File: src/rtl/interrupt_controller_if.sv
// Data-memory port between the core (master) and the interrupt controller (slave).
interface interrupt_controller_if;
    logic [15:0] busAddr;
    logic [1:0]  busControl;
    logic [15:0] busWriteData;
    logic [15:0] busReadData;
    logic        busHit;

    modport master (
        output busAddr, busControl, busWriteData,
        input  busReadData, busHit
    );

    modport slave (
        input  busAddr, busControl, busWriteData,
        output busReadData, busHit
    );
endinterface

File: src/rtl/interrupt_controller.sv
// Interrupt controller: synchronizes 16 asynchronous request lines, latches their
// rising edges into PENDING, masks them with MASK and presents the lowest-numbered
// enabled request to the core as a one-cycle pulse plus index.
module interrupt_controller #(
    parameter logic [15:0] BASE_ADDR = 16'hBF10,
    parameter int unsigned HOLDOFF   = 4
) (
    input  logic                  clk,
    input  logic                  rst,
    input  logic [15:0]           irqLines,
    interrupt_controller_if.slave bus,
    output logic                  hardwareInterruptSignal,
    output logic [3:0]            hardwareInterruptIndex
);
    localparam logic [15:0]   MASK_ADDR   = BASE_ADDR + 16'd1;
    localparam logic [15:0]   STATUS_ADDR = BASE_ADDR + 16'd2;
    localparam int unsigned   CW          = (HOLDOFF > 1) ? $clog2(HOLDOFF) : 1;
    localparam logic [CW-1:0] HOLD_LOAD   = CW'(HOLDOFF - 1);

    typedef enum logic [1:0] {ST_IDLE, ST_PULSE, ST_SERVICE, ST_HOLDOFF} state_t;

    state_t        state;
    logic [CW-1:0] hold_cnt;
    logic [15:0]   sync1, sync2, sync3;
    logic [15:0]   pending, mask;

    logic          is_load, is_store;
    logic [15:0]   w1c, rise, pending_next, cand;
    logic [3:0]    winner;
    logic          in_service;
    logic [15:0]   status;

    // Lowest set bit index wins; an empty vector yields 0 (never used then).
    function automatic logic [3:0] lowest_set(input logic [15:0] v);
        logic [3:0] idx;
        idx = 4'h0;
        for (int i = 15; i >= 0; i--) begin
            if (v[i]) idx = 4'(i);
        end
        return idx;
    endfunction

    // Bus decode, W1C mask, edge detect and next PENDING value.
    // NOTE: every signal here is assigned on every pass, so no latch can be inferred.
    always_comb begin
        is_load      = (bus.busControl == 2'b01);
        is_store     = (bus.busControl == 2'b10);
        w1c          = (is_store && bus.busAddr == BASE_ADDR) ? bus.busWriteData : 16'h0000;
        rise         = sync2 & ~sync3;
        // A rising edge on the same edge as a W1C of that bit keeps the bit set.
        pending_next = (pending & ~w1c) | rise;
        cand         = pending & mask;
        winner       = lowest_set(cand);
        in_service   = (state == ST_SERVICE);
        status       = {in_service, 11'b0, hardwareInterruptIndex};
    end

    // Synchronizer chain, PENDING and MASK registers.
    // NOTE: non-blocking assignments so every flop samples pre-edge values together.
    always_ff @(posedge clk or negedge rst) begin
        if (!rst) begin
            sync1   <= 16'h0000;
            sync2   <= 16'h0000;
            sync3   <= 16'h0000;
            pending <= 16'h0000;
            mask    <= 16'h0000;
        end else begin
            sync1   <= irqLines;
            sync2   <= sync1;
            sync3   <= sync2;
            pending <= pending_next;
            if (is_store && bus.busAddr == MASK_ADDR) mask <= bus.busWriteData;
        end
    end

    // Registered load response: data and hit valid the cycle after the load is sampled.
    always_ff @(posedge clk or negedge rst) begin
        if (!rst) begin
            bus.busReadData <= 16'h0000;
            bus.busHit      <= 1'b0;
        end else begin
            bus.busReadData <= 16'h0000;
            bus.busHit      <= 1'b0;
            if (is_load) begin
                case (bus.busAddr)
                    BASE_ADDR: begin
                        bus.busReadData <= pending;
                        bus.busHit      <= 1'b1;
                    end
                    MASK_ADDR: begin
                        bus.busReadData <= mask;
                        bus.busHit      <= 1'b1;
                    end
                    STATUS_ADDR: begin
                        bus.busReadData <= status;
                        bus.busHit      <= 1'b1;
                    end
                    default: ;
                endcase
            end
        end
    end

    // Request sequencer: pick, pulse, wait for the handler's W1C, then hold off.
    always_ff @(posedge clk or negedge rst) begin
        if (!rst) begin
            state                   <= ST_IDLE;
            hold_cnt                <= '0;
            hardwareInterruptSignal <= 1'b0;
            hardwareInterruptIndex  <= 4'h0;
        end else begin
            case (state)
                ST_IDLE: begin
                    if (cand != 16'h0000) begin
                        state                   <= ST_PULSE;
                        hardwareInterruptSignal <= 1'b1;
                        hardwareInterruptIndex  <= winner;
                    end
                end
                ST_PULSE: begin
                    hardwareInterruptSignal <= 1'b0;
                    state                   <= ST_SERVICE;
                end
                ST_SERVICE: begin
                    // Service ends on the edge that clears the bit; no pre-emption.
                    if (!pending_next[hardwareInterruptIndex]) begin
                        if (HOLDOFF == 0) begin
                            state <= ST_IDLE;
                        end else begin
                            state    <= ST_HOLDOFF;
                            hold_cnt <= HOLD_LOAD;
                        end
                    end
                end
                ST_HOLDOFF: begin
                    if (hold_cnt == '0) state <= ST_IDLE;
                    else                hold_cnt <= hold_cnt - CW'(1);
                end
                default: state <= ST_IDLE;
            endcase
        end
    end
endmodule

File: src/flat_wrapper.sv
// flat-port wrapper written by rule: the top's interface ports become plain ports
module interrupt_controller_flat 
#(
    parameter logic [15:0] BASE_ADDR = 16'hBF10,
    parameter int unsigned HOLDOFF   = 4
)
  (clk, rst, irqLines, hardwareInterruptSignal, hardwareInterruptIndex, bus_busAddr, bus_busControl, bus_busWriteData, bus_busReadData, bus_busHit);
  interrupt_controller_if bus_i ();
  input  logic clk;
  input  logic rst;
  input  logic [15:0] irqLines;
  output logic hardwareInterruptSignal;
  output logic [3:0] hardwareInterruptIndex;
  input wire logic [$bits(bus_i.busAddr)-1:0] bus_busAddr;
  input wire logic [$bits(bus_i.busControl)-1:0] bus_busControl;
  input wire logic [$bits(bus_i.busWriteData)-1:0] bus_busWriteData;
  output wire logic [$bits(bus_i.busReadData)-1:0] bus_busReadData;
  output wire logic [$bits(bus_i.busHit)-1:0] bus_busHit;
  assign bus_i.busAddr = bus_busAddr;
  assign bus_i.busControl = bus_busControl;
  assign bus_i.busWriteData = bus_busWriteData;
  assign bus_busReadData = bus_i.busReadData;
  assign bus_busHit = bus_i.busHit;
  interrupt_controller #(.BASE_ADDR(BASE_ADDR), .HOLDOFF(HOLDOFF)) u_core (.clk(clk), .rst(rst), .irqLines(irqLines), .bus(bus_i), .hardwareInterruptSignal(hardwareInterruptSignal), .hardwareInterruptIndex(hardwareInterruptIndex));
endmodule
File: config.mk
export PLATFORM = sky130hd
export DESIGN_NAME = interrupt_controller_flat
export DESIGN_NICKNAME = d
export VERILOG_FILES = /design/src/rtl/interrupt_controller_if.sv /design/src/rtl/interrupt_controller.sv /design/src/flat_wrapper.sv
export SDC_FILE = /design/constraint.sdc
export NUM_CORES = 1
export LEC_CHECK = 0
export ABC_CLOCK_PERIOD_IN_PS = 2900
export CELL_PAD_IN_SITES_DETAIL_PLACEMENT = 0
export CELL_PAD_IN_SITES_GLOBAL_PLACEMENT = 1
export CORE_MARGIN = 1.5
export CORE_UTILIZATION = 42
export CTS_CLUSTER_DIAMETER = 120
export DETAILED_ROUTE_END_ITERATION = 8
export GPL_ROUTABILITY_DRIVEN = 0
export PLACE_DENSITY = 0.83
export SLEW_MARGIN = 20
export SYNTH_ARGS = -nofsm -noshare
export SYNTH_HDL_FRONTEND = slang
export SYNTH_SLANG_ARGS = --single-unit
export TNS_END_PERCENT = 20
File: constraint.sdc
create_clock -name clk -period 2.9 [get_ports clk]
set_input_delay 0.435 -clock clk [delete_from_list [all_inputs] [get_ports clk]]
set_output_delay 0.435 -clock clk [all_outputs]
set_load 0.02 [all_outputs]
After elaboration in Yosys (flattened, before gate mapping)
Index checks and enable logic that the tools add are counted.
Word-level totals
  word-level logic and storage cells: 74
  input port bits: 52
  flip-flop bits (word level): 106
  output and inout bits: 22
Operators by class
  $add $sub $neg: 1
  multiplexer cells: 31
  bitwise operators: 6
  order comparisons: 1
  equal/unequal tests: 12
  reductions and logical operators: 12
Operator list (number)
  4-bit two-way mux: 16
  16-bit AND: 3
  16-bit == test, second input constant: 3
  16-bit case mux with 3 select lines: 1
  16-bit two-way mux: 2
  16-bit inverter: 2
  16-bit OR: 1
  16-bit nonzero test: 1
  2-bit two-way mux: 4
  2-bit case mux with 4 select lines: 1
  2-bit == test, second input constant: 3
  3-bit AND reduction: 2
  4-bit by 5-bit < comparator with 1-bit output, second input constant: 1
  1-bit binary-select mux with 4-bit select: 1
  2-bit by 1-bit == test with 1-bit output, second input constant: 2
  2-bit zero test: 2
  1-bit two-way mux: 4
  2-bit by 1-bit != test with 1-bit output, second input constant: 2
  2-bit != test, second input constant: 2
  2-bit case mux with 2 select lines: 1
  2-bit AND reduction: 2
  2-bit nonzero test: 2
  3-bit OR reduction: 1
  1-bit logical AND: 2
  other kinds (2): 2

Logic depth before layout (Yosys ltp)
Gate-level depths: netlist of run 1.
  depth in word-level cells: 17
  mapped depth: 9
  depth with buffers taken out: 7

Worst setup path before layout of run 1
Ideal clock, no wire load.
  path kind: input -> register
  start: input port bus_busAddr[14]
  end: register u_core.state[1]
  required time: 2.772 ns
  buffers on the path: 0
  data arrival time: 2.201 ns
  setup time: 0.128 ns
  stages: 7
  path slack: 0.571 ns
  cells stage by stage: nor4b_4 -> nand4_2 -> nor4_4 -> a31oi_1 -> o31a_1 -> a221oi_2 -> mux2_1
Between the ends
  word-level cells in the longest chain between the ends: 10
Ends and longest elaborated chain
  start, declared: line flat_wrapper.sv:14  | input wire logic [$bits(bus_i.busAddr)-1:0] bus_busAddr;
  16-bit == test: line interrupt_controller.sv:48  | w1c = (is_store && bus.busAddr == BASE_ADDR) ? bus.busWriteData : 16'h0000;
  1-bit logical AND: line interrupt_controller.sv:48
  16-bit two-way mux: line interrupt_controller.sv:48
  16-bit inverter: line interrupt_controller.sv:51  | pending_next = (pending & ~w1c) | rise;
  16-bit AND: line interrupt_controller.sv:51
  16-bit OR: line interrupt_controller.sv:51
  1-bit binary-select mux with 4-bit select: line interrupt_controller.sv:126  | if (!pending_next[hardwareInterruptIndex]) begin
  1-bit two-way mux (not written as such): line interrupt_controller.sv:126
  2-bit != test (no line)
  3-bit AND reduction (no line)
  end signal, assigned: line interrupt_controller.sv:128  | state <= ST_IDLE;
  end signal, assigned: line interrupt_controller.sv:130  | state <= ST_HOLDOFF;
  end signal, assigned: line interrupt_controller.sv:136  | if (hold_cnt == '0) state <= ST_IDLE;
  end, declared: line interrupt_controller.sv:22  | state_t state;
No other way between the ends. The select of a mux whose other input is x is not followed.
A chain may end at the register's enable or synchronous reset.

Worst setup path after layout of run 1
  start: register u_core.hardwareInterruptIndex[0]
  end: register u_core.state[1]
Between the ends
  word-level cells in the longest chain between the ends: 4
Ends and longest elaborated chain
  start, declared: line interrupt_controller.sv:13  | output logic [3:0] hardwareInterruptIndex
  start signal, assigned: line interrupt_controller.sv:117  | hardwareInterruptIndex <= winner;
  1-bit binary-select mux with 4-bit select: line interrupt_controller.sv:126
  1-bit two-way mux (not written as such): line interrupt_controller.sv:126
  2-bit != test (no line)
  3-bit AND reduction (no line)
No other way between the ends. The select of a mux whose other input is x is not followed.

==> results.txt, run 1 <==
outcome = finished clean
share of cells above drive strength 1 = 11.0%
Clock Power Share = 31.0%
list of most frequent post-synthesis cells = 106 x dfrtp_1, 45 x nand2_1, 28 x nor2b_1, 20 x nor2_1, 16 x mux2i_1
CP required = 3160 ps
sequential fraction of the synthesis area = 59.9%
final setup violating endpoints = 0
Slew Viols, Final = 0
Vias = 3179
CTS max path bufs = 2
Ys Warns = 0
cts bufs inserted = 9
area delta synth->final = 26.4%
HPWL Detailed = 7.23 mm
Reg2Reg Launch Point = u_core.hardwareInterruptIndex[0]
Yosys reg bits = 106
Final Non-Filler Cells = 609
antenna violations before repair = 0
Crit Path Category = register to register
GRT Overall Usage = 19.0%
Clock transition at path regs = 100 ps
ant diodes = 0
post-CTS resize count = 0
P_sw = 0.000712 W
critical path arrival = 2980 ps
maximum clock frequency = 368 MHz
IO Pins = 74
Max IR drop VDD = 0.326 mV
Worst-Margin Slew = 673 ps
P per Cell Area = 509 nW/um^2
Avg WL per Cell = 16.3 um
CP endpoint kind = register
Post-Place Worst Slack = -57.7 ps
post-route setup slack = 185 ps
Hold Slack = 349 ps
Final ANT Viol Nets = 0
Fillers = 934
synthesized net count = 436
Die ar. = 11200 um^2
Setup crit start = u_core.hardwareInterruptIndex[0]
GRT overflow = 0
vias per cell = 5.22
min cycle time layout = 2710 ps
Rows = 37
switching share of power = 25.0%
Hold Vio Cnt, Final = 0
Tcrit/Tclk final = 93.6%
crit start category = register
RSZ-0062 raised after global routing = no
number of global-route vias before repair = 3187
largest net degree at the start of global routing = 53
DIE WIDTH = 106 um
Synth area leaders = dfrtp_1 60%, nor2b_1 4.0%, nand2_1 3.8%
Synth cell types = 56
fraction of registers with async set or reset after synthesis = 100%
Max transition margin = 54.7%
Layout Nets = 525
core area = 10300 um^2
Post-Syn Instances = 379
most used flip-flop cell after synthesis = dfrtp_1
critical path peak fanout = 14
Post-synth EDFFs = 0
Reg power frac = 55.1%
Starting Density = 43.1%
Routed WL = 9.90 mm
combinational fraction of design power = 13.9%
PortBufs = 73
initial DRC count = 141
Worst-Skew Late Latency = 370 ps
leakage = 2.41 nW
area share of the largest cell type after synthesis = 59.9%
Hold Crit Start = u_core.sync1[0]
DR pass1 iterations = 5
average size of a mapped cell = 11.7 um^2
Post-Syn Area = 4430 um^2
Min-Delay Path Class = register to register
maxcap violations = 0
DRC Markers = 0
worst clock skew = 13.1 ps
Die Span Y = 106 um
Clock Sinks = 106
first-pass GRT wire length = 16.4 mm
clk root buf = clkbuf_8
internal cell power = 0.00214 W
area leader, netlist = dfrtp_1
dpl cells = 592
Clock H-tree levels = 3
most numerous cell in the Yosys netlist = dfrtp_1
Post-CTS Setup Inserts = 0
CTS tree = done
Power Total = 0.00285 W
[power groups by stage]
stage	clock network [W]	logic, W	registers [W]
after floorplan	0	0.000217	0.00159
after global placement	0	0.000378	0.00160
after detailed placement	0	0.000394	0.00160
after CTS	0.000916	0.000396	0.00157
after global routing	0.000973	0.000438	0.00158
final	0.000884	0.000396	0.00157
[sequential cells by signal, indices dropped and copies added (netlist names), 2 cells and up]
name	flops
u_core.bus.busReadData	16
u_core.mask	16
u_core.hold_cnt	2
u_core.pending	16
u_core.sync2	16
u_core.hardwareInterruptIndex	4
u_core.sync1	16
u_core.state	2
u_core.sync3	16
[repair_timing]
action                                 CTS  global route
setup endpoints to repair                0             0
endpoints found under the hold margin   19             0
hold buffers                             1             0
[cells by family (layout without fill, tap and decap cells)]
| group | count (synthesis) | count (layout) | share of synthesized area, % |
|---|---|---|---|
| multiplexers | 31 | 31 | 7.43 |
| buffers and inverters | 19 | 113 | 1.72 |
| AND/OR/NAND/NOR | 146 | 146 | 17.6 |
| AO/OA/AOI/OAI | 72 | 72 | 12.0 |
| flip-flops | 106 | 106 | 59.9 |
| adder cells (fa/ha/maj) | 5 | 5 | 1.41 |
[worst paths after layout]
path,cells after the start,end,slack [ps]
max,7,u_core.state[1],190
min,0,u_core.sync2[0],350
max reg2reg,7,u_core.state[1],190
min reg2reg,0,u_core.sync2[0],350
max in group asynchronous,3,u_core.bus.busReadData[6],1700
min in group asynchronous,2,u_core.sync1[12],480
[per-layer routing]
metal  track usage, %  vias to the layer above  routed length, um
li1                 -                     1513                  -
met1             25.2                     1561               4450
met2             30.1                       89               4690
met3             4.82                       16                580
met4             6.76                        0                189
met5                0                        -                  0
[area by class of cell]
class | instances | area (um^2) | area share, %
flip-flops and latches | 106 | 2650 | 47.4
multi-input cells | 254 | 1700 | 30.4
repair buffers | 88 | 856 | 15.3
well taps | 136 | 170 | 3.04
clock buffers | 12 | 135 | 2.41
clock inverters | 4 | 51.3 | 0.916
inverters | 9 | 33.8 | 0.603
[through the flow]
step | utilization, % | cell area, um^2 | setup TNS, ps
after floorplan | - | 4430 | 0
after global placement | 52.6 | 5410 | 0
after detailed placement | 52.6 | 5410 | -57.7
after CTS | 54.5 | 5600 | 0
after global routing | 54.5 | 5600 | 0
final | 54.5 | 5600 | 0
[critical path: stages (launching register included)]
cell and delay, ps:
dfrtp_1 680, inv_2 220, nor3_1 270, o31ai_1 100
a211o_1 310, o31a_1 340, a221oi_2 330, mux2_1 360
[placed cells by master, fill, tap and decap left out, types with 2 or more instances in the layout]
| cell type | count |
|---|---|
| a21oi_1 | 6 |
| or3_1 | 2 |
| a31oi_1 | 5 |
| and2_1 | 11 |
| nor3b_1 | 2 |
| o311ai_0 | 3 |
| and3_1 | 2 |
| nand2_1 | 45 |
| o32ai_1 | 3 |
| o21a_1 | 4 |
| clkbuf_8 | 9 |
| and4_1 | 2 |
| o21ai_0 | 13 |
| o2111ai_1 | 2 |
| dfrtp_1 | 106 |
| a21o_1 | 14 |
| nand4_1 | 2 |
| mux2_2 | 14 |
| nor4_1 | 2 |
| nor2_1 | 20 |
| ha_1 | 5 |
| nor2b_1 | 28 |
| nand3_1 | 6 |
| a211oi_1 | 2 |
| clkbuf_1 | 3 |
| nand2b_1 | 4 |
| inv_1 | 8 |
| a211o_1 | 2 |
| mux2i_1 | 16 |
| clkdlybuf4s50_1 | 72 |
| a32oi_1 | 2 |
| a31o_2 | 2 |
| nor3_1 | 13 |
| buf_4 | 14 |
No activity file was read; power rests on OpenSTA's default activity.
==> inputs of run 2 (changes only) <==
--- a/config.mk
+++ b/config.mk
@@ -5,15 +5,16 @@
 export SDC_FILE = /design/constraint.sdc
 export NUM_CORES = 1
 export LEC_CHECK = 0
+export ABC_AREA = 1
 export ABC_CLOCK_PERIOD_IN_PS = 2900
 export CELL_PAD_IN_SITES_DETAIL_PLACEMENT = 0
 export CELL_PAD_IN_SITES_GLOBAL_PLACEMENT = 1
 export CORE_MARGIN = 1.5
-export CORE_UTILIZATION = 42
+export CORE_UTILIZATION = 41
 export CTS_CLUSTER_DIAMETER = 120
 export DETAILED_ROUTE_END_ITERATION = 8
 export GPL_ROUTABILITY_DRIVEN = 0
-export PLACE_DENSITY = 0.83
+export PLACE_DENSITY = 0.84
 export SLEW_MARGIN = 20
 export SYNTH_ARGS = -nofsm -noshare
 export SYNTH_HDL_FRONTEND = slang
==> run 2 against run 1 <==
Net effect:
- setup slack gained 440 ps
- register-to-register slack gained 1100 ps
- via count shrank 2.3%
- sequential cell count is the same
- sequential power is essentially flat
- synthesized cell count grew 11%
- power grew 7.3%
- critical endpoint is now u_core.hold_cnt[1]
==> results.txt, run 2 <==
Buffers & Inverters on Critical Path = 2 (+1)
Routed WL = 9.02 mm (-8.9%)
Clock Power Share = 36.6% (+5.6 points)
worst clock skew = 13.2 ps (+0.167 ps)
GRT overflow = 0 (unchanged)
DR pass1 iterations = 4 (-1)
vias per cell = 4.81 (-7.8%)
DRC Markers = 0 (unchanged)
Max IR drop VDD = 0.324 mV (-0.50%)
combinational fraction of design power = 11.7% (-2.2 points)
ant diodes = 0 (unchanged)
critical path peak fanout = 16 (+2)
core area = 10200 um^2 (-0.45%)
Post-CTS Setup Inserts = 0 (unchanged)
most used flip-flop cell after synthesis = dfrtp_1
sequential fraction of the synthesis area = 62.0% (+2.1 points)
CP required = 3160 ps (about the same)
Ys Warns = 0 (unchanged)
Reg2Reg Launch Point = u_core.hardwareInterruptIndex[0]
average size of a mapped cell = 10.1 um^2 (-13%)
maximum clock frequency = 441 MHz (+20%)
Reg2Reg Depth = 10 (+3)
Synth area leaders = dfrtp_1 62%, nand2_1 12%, mux2_1 4.2%
critical path arrival = 2530 ps (-450 ps)
area taken by multi-input logic gates = 1420 um^2 (-17%)
fraction of registers with async set or reset after synthesis = 100% (unchanged)
PortBufs = 73 (unchanged)
Worst-Skew Late Latency = 360 ps (about the same)
Yosys reg bits = 106 (unchanged)
leakage = 2.63 nW (+9.0%)
Post-synth EDFFs = 0 (unchanged)
Vias = 3105 (-2.3%)
crit start category = primary input
cts hold-fix bufs = 0 (-1)
Levels on crit path = 17 (+10)
GRT Overall Usage = 18.0% (-0.98 points)
RSZ-0062 raised after global routing = no
share of cells above drive strength 1 = 10.2% (-0.78 points)
Hold Vio Cnt, Final = 0 (unchanged)
Die ar. = 11100 um^2 (-1.0%)
Die Span Y = 105 um (-0.50%)
switching share of power = 25.1% (+0.14 points)
area delta synth->final = 26.8%
Clock transition at path regs = 100 ps (about the same)
CP cell instances = clkdlybuf4s50_1 -> nor2_2 -> nand2_2 -> nor2_4 -> nand2_2 -> clkinv_2 -> nand3_1 -> nand2_1 -> nand2_1 -> nand2_1 -> nand3_1 -> nand3_1 -> nand3_1 -> nand3_2 -> nand2_1 -> nand2_1 -> nand2_1
Clock H-tree levels = 3 (unchanged)
min cycle time layout = 2270 ps (-445 ps)
IO Pins = 74 (unchanged)
Min-Delay Path Class = primary input to asynchronous set/reset pin
CP endpoint kind = register
outcome = finished clean
DIE WIDTH = 105 um (-0.50%)
Synth cell types = 30 (-46%)
RR Endpoint = u_core.hold_cnt[1]
post-CTS resize count = 0 (unchanged)
synthesized net count = 479 (+9.9%)
Max transition margin = 51.6% (-3.1 points)
antenna violations before repair = 0 (unchanged)
P per Cell Area = 563 nW/um^2 (+11%)
CP delay by family, top = simple AND/OR/NAND/NOR gates
Critical Path Max Stage Delay = 480 ps (-200 ps)
largest net degree at the start of global routing = 84 (+58%)
Post-Syn Instances = 422 (+11%)
Setup crit end = u_core.hold_cnt[1]
final setup violating endpoints = 0 (unchanged)
Post-Syn Area = 4280 um^2 (-3.4%)
Tcrit/Tclk final = 78.3% (-15 points)
HPWL Detailed = 6.57 mm (-9.2%)
Avg WL per Cell = 14.0 um (-14%)
Starting Density = 41.8% (-1.3 points)
register area = 2650 um^2 (unchanged)
maxcap violations = 0 (unchanged)
Final ANT Viol Nets = 0 (unchanged)
crit-path most repeated cell = nand2_1
Clock Sinks = 106 (unchanged)
first-pass GRT wire length = 15.6 mm (-5.1%)
Rows = 37 (unchanged)
initial DRC count = 163 (+16%)
area share of the largest cell type after synthesis = 62.0% (+2.1 points)
most numerous cell in the Yosys netlist = nand2_1
Layout Nets = 561 (+6.9%)
internal cell power = 0.00229 W (+7.1%)
clk root buf = clkbuf_8
Slew Viols, Final = 0 (unchanged)
commonest non-fill, non-tap cell in the layout = nand2_1
cts bufs inserted = 9 (unchanged)
Util after Layout = 53.1% (-1.4 points)
setup TNS = 0 ps (unchanged)
Crit Path Category = primary input to register
area leader, netlist = dfrtp_1
Worst R2R Setup Slack = 1320 ps (+1130 ps)
P_sw = 0.000768 W (+7.9%)
list of most frequent post-synthesis cells = 141 x nand2_1, 106 x dfrtp_1, 35 x inv_1, 23 x nand3_1, 16 x mux2_1
Worst-Margin Slew = 726 ps (+52.5 ps)
commonest non-fill, non-tap cells in the layout = 141 x nand2_1, 106 x dfrtp_1, 72 x clkdlybuf4s50_1, 35 x inv_1, 23 x nand3_1
Setup crit start = bus_busAddr[1]
slowest cell on the critical path = clkdlybuf4s50_1
Reg power frac = 51.7% (-3.4 points)
CTS tree = done
number of global-route vias before repair = 3169 (-0.56%)
CTS max path bufs = 2 (unchanged)
Fillers = 928 (-0.64%)
## run 2: changes by cell type after synthesis, moves of 11 or more
cell and delta:
nand4_1 +13, a21o_1 -14, nor2b_1 -28, mux2_2 -14, mux2i_1 -16, nor3_1 -11
inv_1 +27, nand2_1 +96, mux2_1 +15, nand3_1 +17, and2_1 -11
## run 2: how the worst min path moves through the flow
stage / start / endpoint / slack, ps / cells after the start
after floorplan: rst / u_core.bus.busHit / 140 / 0
after CTS: rst / u_core.sync1[8] / 270 / 1
after detailed placement: u_core.sync1[0] / u_core.sync2[0] / 330 / 0
after global routing: rst / u_core.sync3[11] / 150 / 1
final: rst / u_core.sync1[10] / 90 / 1
after global placement: u_core.sync1[14] / u_core.sync2[14] / 330 / 0
## run 2: cell families (layout without fill, tap and decap cells)
kind of cell             after synthesis  in the layout  synth area share (%)
buffers and inverters                 49            136                  4.94
multiplexers                          16             16                  4.21
AND/OR/NAND/NOR                      215            215                  23.3
flip-flops                           106            106                  62.0
AO/OA/AOI/OAI                         31             31                  4.09
adder cells (fa/ha/maj)                5              5                  1.46
## run 2: per-layer routing
layer  GRT usage (%)  up-vias  wire length (um)
met5               0        -                 0
met4            7.93        0               161
met1            24.2     1480              4110
met2            28.9       86              4340
li1                -     1528                 -
met3            2.68       11               408
## run 2: area by class of cell
type	instances	share of cell area (%)
clock inverters	7	2.40
inverters	41	2.90
flip-flops and latches	106	48.9
well taps	136	3.13
clock buffers	9	2.28
repair buffers	79	14.3
multi-input cells	267	26.1
## run 2: power by group through the flow
stage | clock [W] | combinational, W | sequential (W)
finish | 0.00112 | 0.000358 | 0.00158
floorplan | 0 | 0.000203 | 0.00160
global route | 0.00121 | 0.000409 | 0.00159
CTS | 0.00115 | 0.000362 | 0.00158
detailed placement | 0 | 0.000360 | 0.00161
global placement | 0 | 0.000349 | 0.00160
## run 2: per-stage QoR
stage	instances	cell area, um^2	power, W	hold slack (ps)	setup slack [ps]
detailed placement	629	5170	0.00197	335	262
global placement	629	5170	0.00195	332	310
global route	645	5430	0.00321	153	454
finish	645	5430	0.00306	91.9	630
floorplan	422	4280	0.00180	139	1090
CTS	645	5430	0.00309	267	648
==> inputs of run 3 (changes only) <==
--- a/config.mk
+++ b/config.mk
@@ -6,15 +6,15 @@
 export NUM_CORES = 1
 export LEC_CHECK = 0
 export ABC_AREA = 1
-export ABC_CLOCK_PERIOD_IN_PS = 2900
+export ABC_CLOCK_PERIOD_IN_PS = 1900
 export CELL_PAD_IN_SITES_DETAIL_PLACEMENT = 0
 export CELL_PAD_IN_SITES_GLOBAL_PLACEMENT = 1
 export CORE_MARGIN = 1.5
-export CORE_UTILIZATION = 41
+export CORE_UTILIZATION = 37
 export CTS_CLUSTER_DIAMETER = 120
 export DETAILED_ROUTE_END_ITERATION = 8
 export GPL_ROUTABILITY_DRIVEN = 0
-export PLACE_DENSITY = 0.84
+export PLACE_DENSITY = 0.8
 export SLEW_MARGIN = 20
 export SYNTH_ARGS = -nofsm -noshare
 export SYNTH_HDL_FRONTEND = slang
==> constraint.sdc (replaced) <==
create_clock -name clk -period 1.9 [get_ports clk]
set_input_delay 0.285 -clock clk [delete_from_list [all_inputs] [get_ports clk]]
set_output_delay 0.285 -clock clk [all_outputs]
set_load 0.02 [all_outputs]
==> run 3 against run 2 <==
Net effect:
- hold slack better by 260 ps
- routed wire length increased by 12%
- sequential cell count stayed put
- combinational power increased by 76%
- clock power increased by 83%
- utilization down 0.56 points
- cell count is 7.1% higher
- via count up 8.7%
- count of clock-buffer cells in the layout did not move
- sequential power increased by 53%
- register-to-register slack got worse by 1100 ps
==> results.txt, run 3 (synthesis gave the netlist of run 2 again) <==
outcome = finished clean
IO Pins = 74 (unchanged)
Starting Density = 37.7% (-4.2 points)
maxcap violations = 0 (unchanged)
CTS max path bufs = 2 (unchanged)
initial DRC count = 158 (-3.1%)
first-pass GRT wire length = 16.7 mm (+7.5%)
crit start category = register
clk root buf = clkbuf_16
Max transition margin = 66.4% (+15 points)
Final ANT Viol Nets = 0 (unchanged)
switching share of power = 25.2% (+0.092 points)
Crit Path Category = register to output pin
slowest cell on the critical path = clkdlybuf4s50_1
critical path arrival = 1540 ps (-990 ps)
share of cells above drive strength 1 = 18.8% (+8.6 points)
combinational fraction of design power = 12.3% (+0.6 points)
Hold Vio Cnt, Final = 0 (unchanged)
Fillers = 1058 (+14%)
internal cell power = 0.00381 W (+66%)
DP Area = 5370 um^2 (+3.9%)
DR pass1 iterations = 5 (+1)
core area = 11400 um^2 (+11%)
Power Total = 0.00510 W (+67%)
P per Cell Area = 854 nW/um^2 (+52%)
design area = 5970 um^2 (+10%)
number of global-route vias before repair = 3459 (+9.2%)
leakage = 2.94 nW (+12%)
Rows = 39 (+5.4%)
Slew Viols, Final = 0 (unchanged)
HPWL Detailed = 7.21 mm (+9.8%)
DIE WIDTH = 111 um (+5.1%)
CP endpoint kind = output pin
maximum clock frequency = 549 MHz
Hold Slack = 350 ps (+258 ps)
Reg power frac = 47.4% (-4.3 points)
Min-Delay Path Class = register to register
Routed WL = 10.1 mm (+12%)
CP delay by family, top = buffers and inverters
Clock Power Share = 40.2% (+3.6 points)
Max IR drop VDD = 0.490 mV (+51%)
Die Span Y = 111 um (+5.1%)
Critical Path Max Stage Delay = 670 ps (+190 ps)
CP cell instances = clkdlybuf4s50_1
P_sw = 0.00129 W (+67%)
Avg WL per Cell = 14.7 um (+4.9%)
Buffers & Inverters on Critical Path = 1 (-1)
Die ar. = 12200 um^2 (+10%)
final setup violating endpoints = 0 (unchanged)
largest net degree at the start of global routing = 45 (-46%)
commonest non-fill, non-tap cells in the layout = 135 x nand2_1, 106 x dfrtp_1, 54 x clkdlybuf4s50_1, 34 x inv_1, 34 x buf_4
antenna violations before repair = 0 (unchanged)
GRT Overall Usage = 17.3% (-0.71 points)
CP required = 1620 ps (-1540 ps)
Clock transition at path regs = 70 ps (-30 ps)
ant diodes = 0 (unchanged)
vias per cell = 4.88 (+1.4%)
worst clock skew = 7.40 ps (-5.84 ps)
area delta synth->final = 39.4%
critical path peak fanout = 7 (-9)
min cycle time layout = 1820 ps
Tcrit/Tclk final = 95.8%
Clock H-tree levels = 3 (unchanged)
CTS tree = done
commonest non-fill, non-tap cell in the layout = nand2_1
Clock Sinks = 106 (unchanged)
Final Non-Filler Cells = 691 (+7.1%)
PortBufs = 73 (unchanged)
dpl cells = 655 (+4.1%)
Vias = 3374 (+8.7%)
DRC Markers = 0 (unchanged)
cts bufs inserted = 9 (unchanged)
Layout Nets = 600 (+7.0%)
Worst-Skew Late Latency = 340 ps (-20 ps)
GRT overflow = 0 (unchanged)
Worst-Margin Slew = 504 ps (-222 ps)
## run 3: cell count changes in the layout (fill, tap and decap cells not counted), sizes merged
cell / previous run / this run
buf: 7 / 43
clkinv: 1 / 3
dlygate4sd3: 0 / 1
clkdlybuf4s50: 72 / 54
clkbuf: 9 / 12
clkdlybuf4s15: 0 / 3
bufinv: 3 / 2
inv: 44 / 43
dlymetal6s2s: 0 / 2
dlygate4sd2: 0 / 12
## run 3: repair_timing
action                                 in CTS  in global routing
setup buffers                              16                  1
gates cloned                                1                  2
resized for setup                          31                 16
pin swaps                                  19                 17
hold buffers                                1                  0
setup endpoints to repair                   4                  4
endpoints found under the hold margin      35                  0
## run 3: through the flow
| step | setup TNS (ps) | util, % | setup WS (ps) |
|---|---|---|---|
| floorplan | 0 | - | 237 |
| global placement | -5900 | 47.3 | -368 |
| detailed placement | -6760 | 47.3 | -420 |
| CTS | 0 | 52.0 | 66.4 |
| global route | -9.44 | 52.5 | -6.26 |
| finish | 0 | 52.5 | 79.3 |
## run 3: final timing paths
path,from,slack [ps],depth (start not counted),to
min in group asynchronous,rst,440,2,u_core.sync1[10]
max in group asynchronous,rst,860,3,u_core.hold_cnt[0]
hold / removal,u_core.sync1[15],350,0,u_core.sync2[15]
setup / recovery,u_core.hardwareInterruptIndex[1],80,1,hardwareInterruptIndex[1]
hold reg to reg,u_core.sync1[15],350,0,u_core.sync2[15]
setup reg to reg,u_core.mask[13],250,8,u_core.state[0]
## run 3: power groups by stage
stage,logic (W),registers [W],clock network [W]
finish,0.000629,0.00242,0.00205
global route,0.000712,0.00243,0.00219
CTS,0.000603,0.00242,0.00209
detailed placement,0.000573,0.00246,0
global placement,0.000547,0.00245,0
floorplan,0.000309,0.00244,0
## run 3: cell type report
type	instances	area, um^2	share of cell area [%]
sequential	106	2650	44.4
tap	143	179	3.00
inverter	41	158	2.64
multi-input combinational	267	1490	25.0
clock buffer	9	225	3.77
timing repair buffer	118	1160	19.4
clock inverter	7	108	1.80
## run 3: layer usage
layer / part of all wire [%] / global-route usage (%) / wire, um / vias up
li1: - / - / - / 1603
met1: 42 / 22.3 / 4240 / 1605
met2: 49 / 28.6 / 4990 / 141
met3: 6.4 / 2.85 / 644 / 25
met4: 2.6 / 7.78 / 263 / 0
met5: 0 / 0 / 0 / -
